==> config.mk <==
export PLATFORM = sky130hd
export DESIGN_NAME = accum_window_sampler
export DESIGN_NICKNAME = d
export VERILOG_FILES = /design/src/rtl/accum_window_sampler.sv
export SDC_FILE = /design/constraint.sdc
export NUM_CORES = 1
export LEC_CHECK = 0
export ABC_AREA = 1
export CORE_MARGIN = 10
export CORE_UTILIZATION = 55
export DETAILED_ROUTE_END_ITERATION = 7
export PLACE_DENSITY = 0.84
export SLEW_MARGIN = 10
export SYNTH_ARGS = -nofsm -noshare
export SYNTH_HDL_FRONTEND = slang
export SYNTH_SLANG_ARGS = --single-unit
==> constraint.sdc <==
create_clock -name clk -period 3.3 [get_ports clk]
set_clock_uncertainty 0.1 [all_clocks]
set_input_delay 0.66 -clock clk [delete_from_list [all_inputs] [get_ports clk]]
set_output_delay 0.66 -clock clk [all_outputs]
set_load 0.005 [all_outputs]
==> src/rtl/accum_window_sampler.sv <==
// accum_window_sampler: splits the accumulator's running sum into windows of
// WINDOW enabled samples and reports the per-window modular sum increase and
// wrap count on a one-entry valid/ready output register. If a record arrives
// while the previous one is still unaccepted, the new record is lost and a
// sticky dropped flag is raised.
module accum_window_sampler #(
  parameter int unsigned WIDTH  = 16,
  parameter int unsigned WINDOW = 8,
  parameter int unsigned CNT_W  = 8
) (
  input  logic             clk,
  input  logic             reset,
  input  logic [WIDTH-1:0] acc_in,
  input  logic             acc_en,
  output logic [WIDTH-1:0] delta_out,
  output logic [CNT_W-1:0] wraps_out,
  output logic             out_valid,
  input  logic             out_ready,
  output logic             dropped
);

  localparam int unsigned CNT_BITS = $clog2(WINDOW);
  localparam logic [CNT_BITS-1:0] CNT_LAST = CNT_BITS'(WINDOW - 1);
  localparam logic [CNT_W-1:0]    WRAP_MAX = {CNT_W{1'b1}};

  typedef enum logic {
    IDLE = 1'b0,
    RUN  = 1'b1
  } state_t;

  state_t              r_state;
  state_t              w_state_nxt;
  logic [WIDTH-1:0]    r_base;
  logic [WIDTH-1:0]    r_prev;
  logic [CNT_BITS-1:0] r_cnt;
  logic [CNT_W-1:0]    r_wraps;

  logic [WIDTH-1:0]    w_base_nxt;
  logic [WIDTH-1:0]    w_prev_nxt;
  logic [CNT_BITS-1:0] w_cnt_nxt;
  logic [CNT_W-1:0]    w_wraps_nxt;
  logic [CNT_W-1:0]    w_wraps_sat;
  logic                w_wrap;
  logic                w_close;

  logic [WIDTH-1:0]    w_delta_nxt;
  logic [CNT_W-1:0]    w_wraps_out_nxt;
  logic                w_valid_nxt;
  logic                w_dropped_nxt;

  // State register.
  always_ff @(posedge clk or negedge reset) begin
    if (!reset) begin
      r_state <= IDLE;
    end else begin
      r_state <= w_state_nxt;
    end
  end

  // Window tracking next-state and output-register next values.
  always_comb begin
    w_state_nxt     = r_state;
    w_base_nxt      = r_base;
    w_prev_nxt      = r_prev;
    w_cnt_nxt       = r_cnt;
    w_wraps_nxt     = r_wraps;
    w_close         = 1'b0;
    w_delta_nxt     = delta_out;
    w_wraps_out_nxt = wraps_out;
    w_valid_nxt     = out_valid;
    w_dropped_nxt   = dropped;

    // A drop in the running sum means it wrapped once since the last sample.
    w_wrap      = (acc_in < r_prev);
    w_wraps_sat = (w_wrap && (r_wraps != WRAP_MAX)) ? r_wraps + CNT_W'(1) : r_wraps;

    case (r_state)
      IDLE: begin
        if (acc_en) begin
          w_base_nxt  = acc_in;
          w_prev_nxt  = acc_in;
          w_cnt_nxt   = '0;
          w_wraps_nxt = '0;
          w_state_nxt = RUN;
        end
      end
      RUN: begin
        if (acc_en) begin
          w_prev_nxt = acc_in;
          if (r_cnt == CNT_LAST) begin
            // Closing sample also becomes the base of the next window.
            w_close     = 1'b1;
            w_base_nxt  = acc_in;
            w_cnt_nxt   = '0;
            w_wraps_nxt = '0;
          end else begin
            w_cnt_nxt   = r_cnt + CNT_BITS'(1);
            w_wraps_nxt = w_wraps_sat;
          end
        end
      end
    endcase

    // Accepted record leaves; a fresh close may refill on the same edge.
    if (out_valid && out_ready) begin
      w_valid_nxt = 1'b0;
    end
    if (w_close) begin
      if (!out_valid || out_ready) begin
        w_valid_nxt     = 1'b1;
        w_delta_nxt     = acc_in - r_base;
        w_wraps_out_nxt = w_wraps_sat;
      end else begin
        w_dropped_nxt   = 1'b1;
      end
    end
  end

  // Window datapath registers and output record register.
  always_ff @(posedge clk or negedge reset) begin
    if (!reset) begin
      r_base    <= '0;
      r_prev    <= '0;
      r_cnt     <= '0;
      r_wraps   <= '0;
      delta_out <= '0;
      wraps_out <= '0;
      out_valid <= 1'b0;
      dropped   <= 1'b0;
    end else begin
      r_base    <= w_base_nxt;
      r_prev    <= w_prev_nxt;
      r_cnt     <= w_cnt_nxt;
      r_wraps   <= w_wraps_nxt;
      delta_out <= w_delta_nxt;
      wraps_out <= w_wraps_out_nxt;
      out_valid <= w_valid_nxt;
      dropped   <= w_dropped_nxt;
    end
  end

endmodule

=== Word level (Yosys, flattened, before mapping) ===
Index checks and enable logic that the tools add are counted.

* Bitwise logic cells: 2
* Add/subtract/negate cells: 3
* $lt $le $gt $ge: 1
* Muxes and demuxes: 21
* Equality and inequality tests: 5
* Reduce and logical (&&, ||, !) cells: 8

{| class="wikitable"
|+ Operators by type and width
! cell !! number
|-
| $mux 16 || 3
|-
| $mux 8 || 4
|-
| $pmux 16 s2 || 1
|-
| $lt 16x16->1 || 1
|-
| $pmux 8 s2 || 1
|-
| $sub 16x16->16 || 1
|-
| $mux 3 || 3
|-
| $add 8x1->8 const B || 1
|-
| $mux 1 || 8
|-
| $ne 8x8->1 const B || 1
|-
| $pmux 3 s2 || 1
|-
| $reduce_and 2->1 || 3
|-
| $ne 2x2->1 const B || 2
|-
| $add 3x1->3 const B || 1
|-
| $eq 3x3->1 const B || 1
|-
| $reduce_and 3->1 || 1
|-
| $logic_and 1x1->1 || 2
|-
| $ne 2x1->1 const B || 1
|-
| $not 1->1 || 2
|-
| $logic_not 1->1 || 1
|-
| $logic_or 1x1->1 || 1
|}

* Word-level logic and storage cells: 49
* Output and inout port bits: 26
* Bits in registers: 70
* Input port bits: 20

=== Logic depth before layout (Yosys ltp) ===
Gate-level depths: netlist of run 1.

* Word-level depth: 6
* Mapped depth: 14
* Depth with buffers taken out: 14

=== Least setup slack after synthesis of run 1 ===
OpenSTA, ideal clock, no wires.

* Kind: input port to flip-flop
* Start: input port acc_in[0]
* End: register delta_out[8]
* Slack: 1.099 ns
* Arrival time: 2.019 ns
* Cell stages on the path: 9
* Setup time: 0.082 ns
* Path buffers: 0
* Data required time: 3.118 ns
* Path through: inv_1 -> ha_1 -> fa_1 -> inv_1 -> nand3_1 -> nand2_1 -> a21oi_1 -> or2_2 -> a31oi_1

* Word-level cells in the longest chain between the ends: 1

{| class="wikitable"
|+ RTL lines
! element !! line !! text
|-
| from (decl) || 13 || <nowiki>input logic [WIDTH-1:0] acc_in,</nowiki>
|-
| $sub 16x16->16 || 111 || <nowiki>w_delta_nxt = acc_in - r_base;</nowiki>
|-
| to (signal assigned) || 135 || <nowiki>delta_out <= w_delta_nxt;</nowiki>
|-
| to (decl) || 15 || <nowiki>output logic [WIDTH-1:0] delta_out,</nowiki>
|}

Every way passes these cells.
A chain may end at the register's enable or synchronous reset.

=== Final worst setup path of run 1 ===
* Start: input port acc_in[13]
* End: register wraps_out[5]

* Word-level cells in the longest chain between the ends: 3

{| class="wikitable"
|+ RTL lines
! element !! line !! text
|-
| $lt 16x16->1 || 74 || <nowiki>w_wrap = (acc_in < r_prev);</nowiki>
|-
| $logic_and 1x1->1 || 75 || <nowiki>w_wraps_sat = (w_wrap && (r_wraps != WRAP_MAX)) ? r_wraps + CNT_W'(1) : r_wraps;</nowiki>
|-
| $mux 8 || 75 ||
|-
| to (signal assigned) || 136 || <nowiki>wraps_out <= w_wraps_out_nxt;</nowiki>
|-
| to (decl) || 16 || <nowiki>output logic [CNT_W-1:0] wraps_out,</nowiki>
|}

Every way passes these cells.

==> run summary, run 1 <==
Post-DRT Antenna Nets: 0
Slowest stage delay, CP: 500 ps
Die area: 11100 um^2
Syn Inst Count: 507
CTS max path bufs: 2
Post-synth EDFFs: 0
Setup Fix Bufs, Post-CTS: 0
Initial cell density of the core: 56.0%
Synth cell types: 31
Slowest cell on the critical path: clkdlybuf4s50_1
Largest delay share family, worst path: compound AO/OA/AOI/OAI gates
Static leakage power: 2.48 nW
Largest net degree at the start of global routing: 32
Skew-Pair Late Insertion Delay: 340 ps
Layout Nets: 610
WL/cell: 13.5 um
Row count: 31
Ys async rst share: 100%
Min-delay worst type: primary input to async pin
Unrepaired setup endpoints after global routing: false
Reg2reg setup slack: 1230 ps
Pwr dens: 728 nW/um^2
Port Buffers: 45
Share of cells above drive strength 1: 5.90%
Seq/Total Area, Yosys: 43.6%
Fin crit share: 76.8%
DRC marker count from the first detailed-route iteration: 196
# resized after CTS: 0
Synth Net Count: 561
Final setup fails: 0
Maximum fanout along the worst path: 9
Crit path launch type: primary input
Synth Cell Area: 4020 um^2
TritonCTS Sinks: 70
I/O pin cnt: 46
MaxCap Viol Count: 0
Router iterations before antenna repair: 4
CP arrival: 2670 ps
Diodes inserted: 0
Setup TNS Final: 0 ps
Synth warnings: 0
Bufs and invs on worst path: 1
Worst Tran Pin Value: 545 ps
Peak VDD IR: 0.000294 V
Hold_ws: 200 ps
Crit. End Element: register
Worst setup path class: primary input to register
# DRC: 0
Synth-to-Final Area Change: 17.9%
Top cell type's share of synthesized area: 43.6%
Root Driver: clkbuf_8
Critical Path Most Common Cell: nand2_1
Vert. Die Dim: 105 um
Tot GR Track Use: 16.5%
Post-route insts no fill: 658
Fmax: 394 MHz
Synthesized flop and latch total: 70
Vias in the first global route: 3358
Ys flop type: dfrtp_1
RR Endpoint: wraps_out[5]
First-pass GRT wire length: 15300 um
Fin crit period: 2540 ps
Drt total wl: 8860 um
GPL Wtd Cong: 0.834
Reg2Reg Launch Point: r_prev[11]
Core area: 7180 um^2
Initial antenna violation count: 0
Clock transition at the registers of the reported paths: 70 ps
R2R depth: 10
Critical path, cell by cell: clkdlybuf4s50_1, ha_1, a21oi_1, o21ai_0, a21oi_2, nand3_4, nand2_1, nand2_1, nand2_1, nand2_1
Htree depth: 3
Post-synth top area cell: dfrtp_1
Status: completed
Syn avg cell area: 7.93 um^2
Slew margin rel.: 63.7%
DP Cell Count: 644
Synth top area cells: dfrtp_1 (44%), nand2_1 (13%), ha_1 (10%)
Final Slew Violations: 0
Die Width: 105 um
CTS Hold Bufs: 0
Final count of hold timing violations: 0
Worst Path Required: 3430 ps
DP HPWL: 6930 um
CTS tree: built
GRT overflow: 0
Avg Vias per Cell: 5.26
Num CTS Buffers: 9
Via count: 3458
how the worst max path moves through the flow:
| stage | from | end | slack (ps) | cells past startpoint |
|---|---|---|---|---|
| floorplan | acc_in[0] | delta_out[8] | 1100 | 9 |
| detailed placement | acc_in[11] | wraps_out[5] | 440 | 10 |
| global route | acc_in[11] | wraps_out[5] | 600 | 10 |
| CTS | acc_in[11] | wraps_out[5] | 800 | 10 |
| global placement | acc_in[11] | wraps_out[7] | 530 | 10 |
| finish | acc_in[13] | wraps_out[5] | 760 | 10 |
power breakdown:
| group | total, mW | switching, mW | internal, mW |
|---|---|---|---|
| registers | 1.29 | 0.156 | 1.14 |
| clock network | 0.583 | 0.301 | 0.282 |
| logic | 1.58 | 0.857 | 0.719 |
area by class of cell:
| cell class | instances | area, um^2 |
|---|---|---|
| Clock buffer | 10 | 138 |
| Clock inverter | 4 | 25.0 |
| Sequential cell | 70 | 1750 |
| Timing Repair Buffer | 50 | 483 |
| Tap cell | 99 | 124 |
| Inverter | 64 | 240 |
| Multi-Input combinational cell | 361 | 1980 |
| Fill cell | 573 | 2440 |
registers in the layout, indices dropped and copies added, names as in the netlist:
register,flops
wraps_out,8
r_state,1
out_valid,1
delta_out,16
dropped,1
r_base,16
r_prev,16
r_cnt,3
r_wraps,8
cell usage in the layout (no fill, tap or decap), drive strengths merged, types with 3 or more instances in the layout:
master and n:
xnor2 5, xor2 5, a21oi 36, nand2 145, inv 64, nand3 26
ha 33, buf 6, nor3 3, a31oi 6, clkbuf 10, o21ai 33
a21o 6, clkdlybuf4s50 44, nor2 41, or2 3, dfrtp 70, nand4 12
cell usage after synthesis, types with 3 or more instances:
cell and number:
a31oi_1 6, xnor2_1 5, buf_2 5, dfrtp_1 70
xor2_1 5, inv_1 63, clkbuf_1 7, a21o_1 6
or2_2 3, nand3_1 25, a21oi_1 35, o21ai_0 33
nand2_1 143, nor2_1 38, nand4_1 12, ha_1 33
cells by family (layout without fill, tap and decap cells):
family                     count (synthesis)  count (layout)  synth area share, %
and+or+nand+nor                          232             232                 24.7
AOI/OAI and AO/OA                         84              84                 11.3
buffers and inverters                     76             128                 7.25
DFF                                       70              70                 43.6
adders and majority gates                 34              34                 10.8
xor gates and xnor gates                  10              10                 2.18
muxes                                      1               1                0.280
stage by stage:
stage	power, mW	cell area [um^2]	setup WS (ps)	utilization (%)
floorplan	2.30	4020	1100	-
global placement	2.81	4580	532	63.8
detailed placement	2.88	4580	439	63.8
CTS	3.47	4740	796	66.0
global route	3.76	4740	595	66.0
finish	3.45	4740	765	66.0
routing by layer:
metal  global-route usage, %  wire, um  vias to the layer above
li1                        -         -                     1741
met1                    21.8      4240                     1615
met2                    25.6      4030                       90
met3                    3.23       427                       12
met4                    7.25       163                        0
met5                       0         0                        -
(Power assumes the default switching activity.)
==> run 2, diff against run 1 <==
==> constraint.sdc (replaced) <==
create_clock -name clk -period 2.4 [get_ports clk]
set_clock_uncertainty 0.1 [all_clocks]
set_input_delay 0.48 -clock clk [delete_from_list [all_inputs] [get_ports clk]]
set_output_delay 0.48 -clock clk [all_outputs]
set_load 0.005 [all_outputs]
==> run summary, run 2 (same netlist as run 1, synthesis figures left out) <==
Final Slew Violations: 0 (unchanged)
DP HPWL: 6990 um (+0.99%)
Layout Nets: 637 (+4.4%)
I/O pin cnt: 46 (unchanged)
Clock transition at the registers of the reported paths: 80 ps (about the same)
Largest net degree at the start of global routing: 71 (+120%)
CP arrival: 2420 ps (-250 ps)
Port Buffers: 45 (unchanged)
Vert. Die Dim: 105 um (unchanged)
Vias in the first global route: 3483 (+3.7%)
Pwr dens: 1040 nW/um^2 (+43%)
Unrepaired setup endpoints after global routing: false
Fmax: 440 MHz
# DRC: 0 (unchanged)
GRT overflow: 0 (unchanged)
Fin crit share: 94.8%
Largest delay share family, worst path: simple AND/OR/NAND/NOR gates
Die area: 11100 um^2 (unchanged)
Die Width: 105 um (unchanged)
Footprint of the multi-input gates: 1980 um^2 (unchanged)
CTS tree: built
# resized after CTS: 0 (unchanged)
Fin crit period: 2280 ps
Critical path, cell by cell: clkdlybuf4s50_1, ha_1, a21oi_1, nor2_1, nor3_1, nand2_1, nand2_2, nand3_4, nand2_1, nand2_1, nand2_1, nand2_1
Final count of hold timing violations: 0 (unchanged)
Setup TNS Final: 0 ps (unchanged)
Via count: 3543 (+2.5%)
Slowest stage delay, CP: 480 ps (-20 ps)
Htree depth: 3 (unchanged)
Row count: 31 (unchanged)
Post-DRT Antenna Nets: 0 (unchanged)
Router iterations before antenna repair: 4 (unchanged)
Maximum fanout along the worst path: 9 (unchanged)
Static leakage power: 2.63 nW (+6.2%)
Synth-to-Final Area Change: 24.1%
Reg2Reg Launch Point: r_base[0]
Diodes inserted: 0 (unchanged)
Worst setup path startpoint: acc_in[5]
Pwr Total: 5.18 mW (+50%)
Crit. End Element: register
Fill cell count: 562 (-1.9%)
Bufs and invs on worst path: 1 (unchanged)
Worst Path Required: 2540 ps (-890 ps)
Min-delay worst type: primary input to async pin
Root Driver: clkbuf_8
Status: completed
Most common cell after layout, fill and taps aside: nand2_1
Register area: 1750 um^2 (unchanged)
Critical Path Most Common Cell: nand2_1
Slowest cell on the critical path: clkdlybuf4s50_1
GPL Wtd Cong: 0.853 (+2.3%)
TritonCTS Sinks: 70 (unchanged)
CTS max path bufs: 2 (unchanged)
Num CTS Buffers: 9 (unchanged)
Commonest cells after routing, fill and taps aside: nand2_1 (143), dfrtp_1 (70), inv_1 (63)
Final setup fails: 0 (unchanged)
First-pass GRT wire length: 15800 um (+2.8%)
WL/cell: 13.4 um (-0.54%)
CTS Hold Bufs: 0 (unchanged)
Crit path launch type: primary input
Top Registers: delta_out (16), r_base (16), r_prev (16)
Avg Vias per Cell: 5.16 (-1.7%)
DRC marker count from the first detailed-route iteration: 274 (+40%)
MaxCap Viol Count: 0 (unchanged)
Initial antenna violation count: 0 (unchanged)
Initial cell density of the core: 56.0% (unchanged)
Tot GR Track Use: 16.9% (+0.43 points)
Slew margin rel.: 70.9% (+7.2 points)
Core area: 7180 um^2 (unchanged)
Setup Fix Bufs, Post-CTS: 0 (unchanged)
Share of cells above drive strength 1: 10.4% (+4.5 points)
Drt total wl: 9190 um (+3.7%)
Worst setup path class: primary input to register
Peak VDD IR: 0.000436 V (+48%)
Worst Tran Pin Value: 436 ps (-108 ps)
Skew-Pair Late Insertion Delay: 350 ps (about the same)
## run 2: power by group
part	internal, mW	total [mW]	switching (mW)	leakage [nW]
Clock	0.504	0.957	0.453	0.0983
Sequential	1.56	1.78	0.224	0.848
Combinational	1.19	2.44	1.25	1.68
## run 2: per-layer routing
metal	vias to the layer above	global-route usage [%]	share of wire (%)
met4	0	6.67	1.8
met5	-	0	0
met1	1645	21.5	46
met2	89	27.2	46
li1	1799	-	-
met3	10	3.96	6.2
## run 2: per-stage QoR
step                      utilization (%)  instance area [um^2]  worst slack [ps]  std cells  hold slack [ps]
after global routing                 69.5                  4990              29.8        686             61.5
final                                69.5                  4990               125        686             23.1
after detailed placement             66.8                  4790              -227        671              365
after global placement               66.8                  4790             -98.1        671              358
after CTS                            69.5                  4990               129        686             50.9
after floorplan                         -                  4020               379        507             84.4
## run 2: path summary, 6_finish.rpt
path                                end  depth (start not counted)  slack [ps]
setup / recovery             r_wraps[7]                         12         120
hold / removal                r_base[0]                          2          20
max in group asynchronous  delta_out[0]                          2        1860
setup reg to reg           delta_out[8]                          8         390
min in group clk           wraps_out[7]                          2         380
hold reg to reg            wraps_out[7]                          2         380
## run 2: worst reg2reg max path, stage by stage, from the launching register on
cell and delay (ps):
dfrtp_1 390, ha_1 210, fa_1 390, inv_1 120, nand3_1 110, nand2_1 130, a21oi_1 90, or2_2 270
a31oi_1 120
## run 2: cell type report
class	instances	share of cell area (%)
inverters	64	4.82
clock buffers	10	2.76
well taps	99	2.48
clock inverters	5	1.20
repair buffers	77	14.0
multi-input cells	361	39.6
flip-flops and latches	70	35.1
==> run 3, diff against run 2 <==
--- a/config.mk
+++ b/config.mk
@@ -10,7 +10,6 @@
 export CORE_UTILIZATION = 55
 export DETAILED_ROUTE_END_ITERATION = 7
 export PLACE_DENSITY = 0.84
-export SLEW_MARGIN = 10
 export SYNTH_ARGS = -nofsm -noshare
 export SYNTH_HDL_FRONTEND = slang
 export SYNTH_SLANG_ARGS = --single-unit
==> results of run 3 <==
Same layout as run 2: the final DEF is identical, and so are final timing and power.
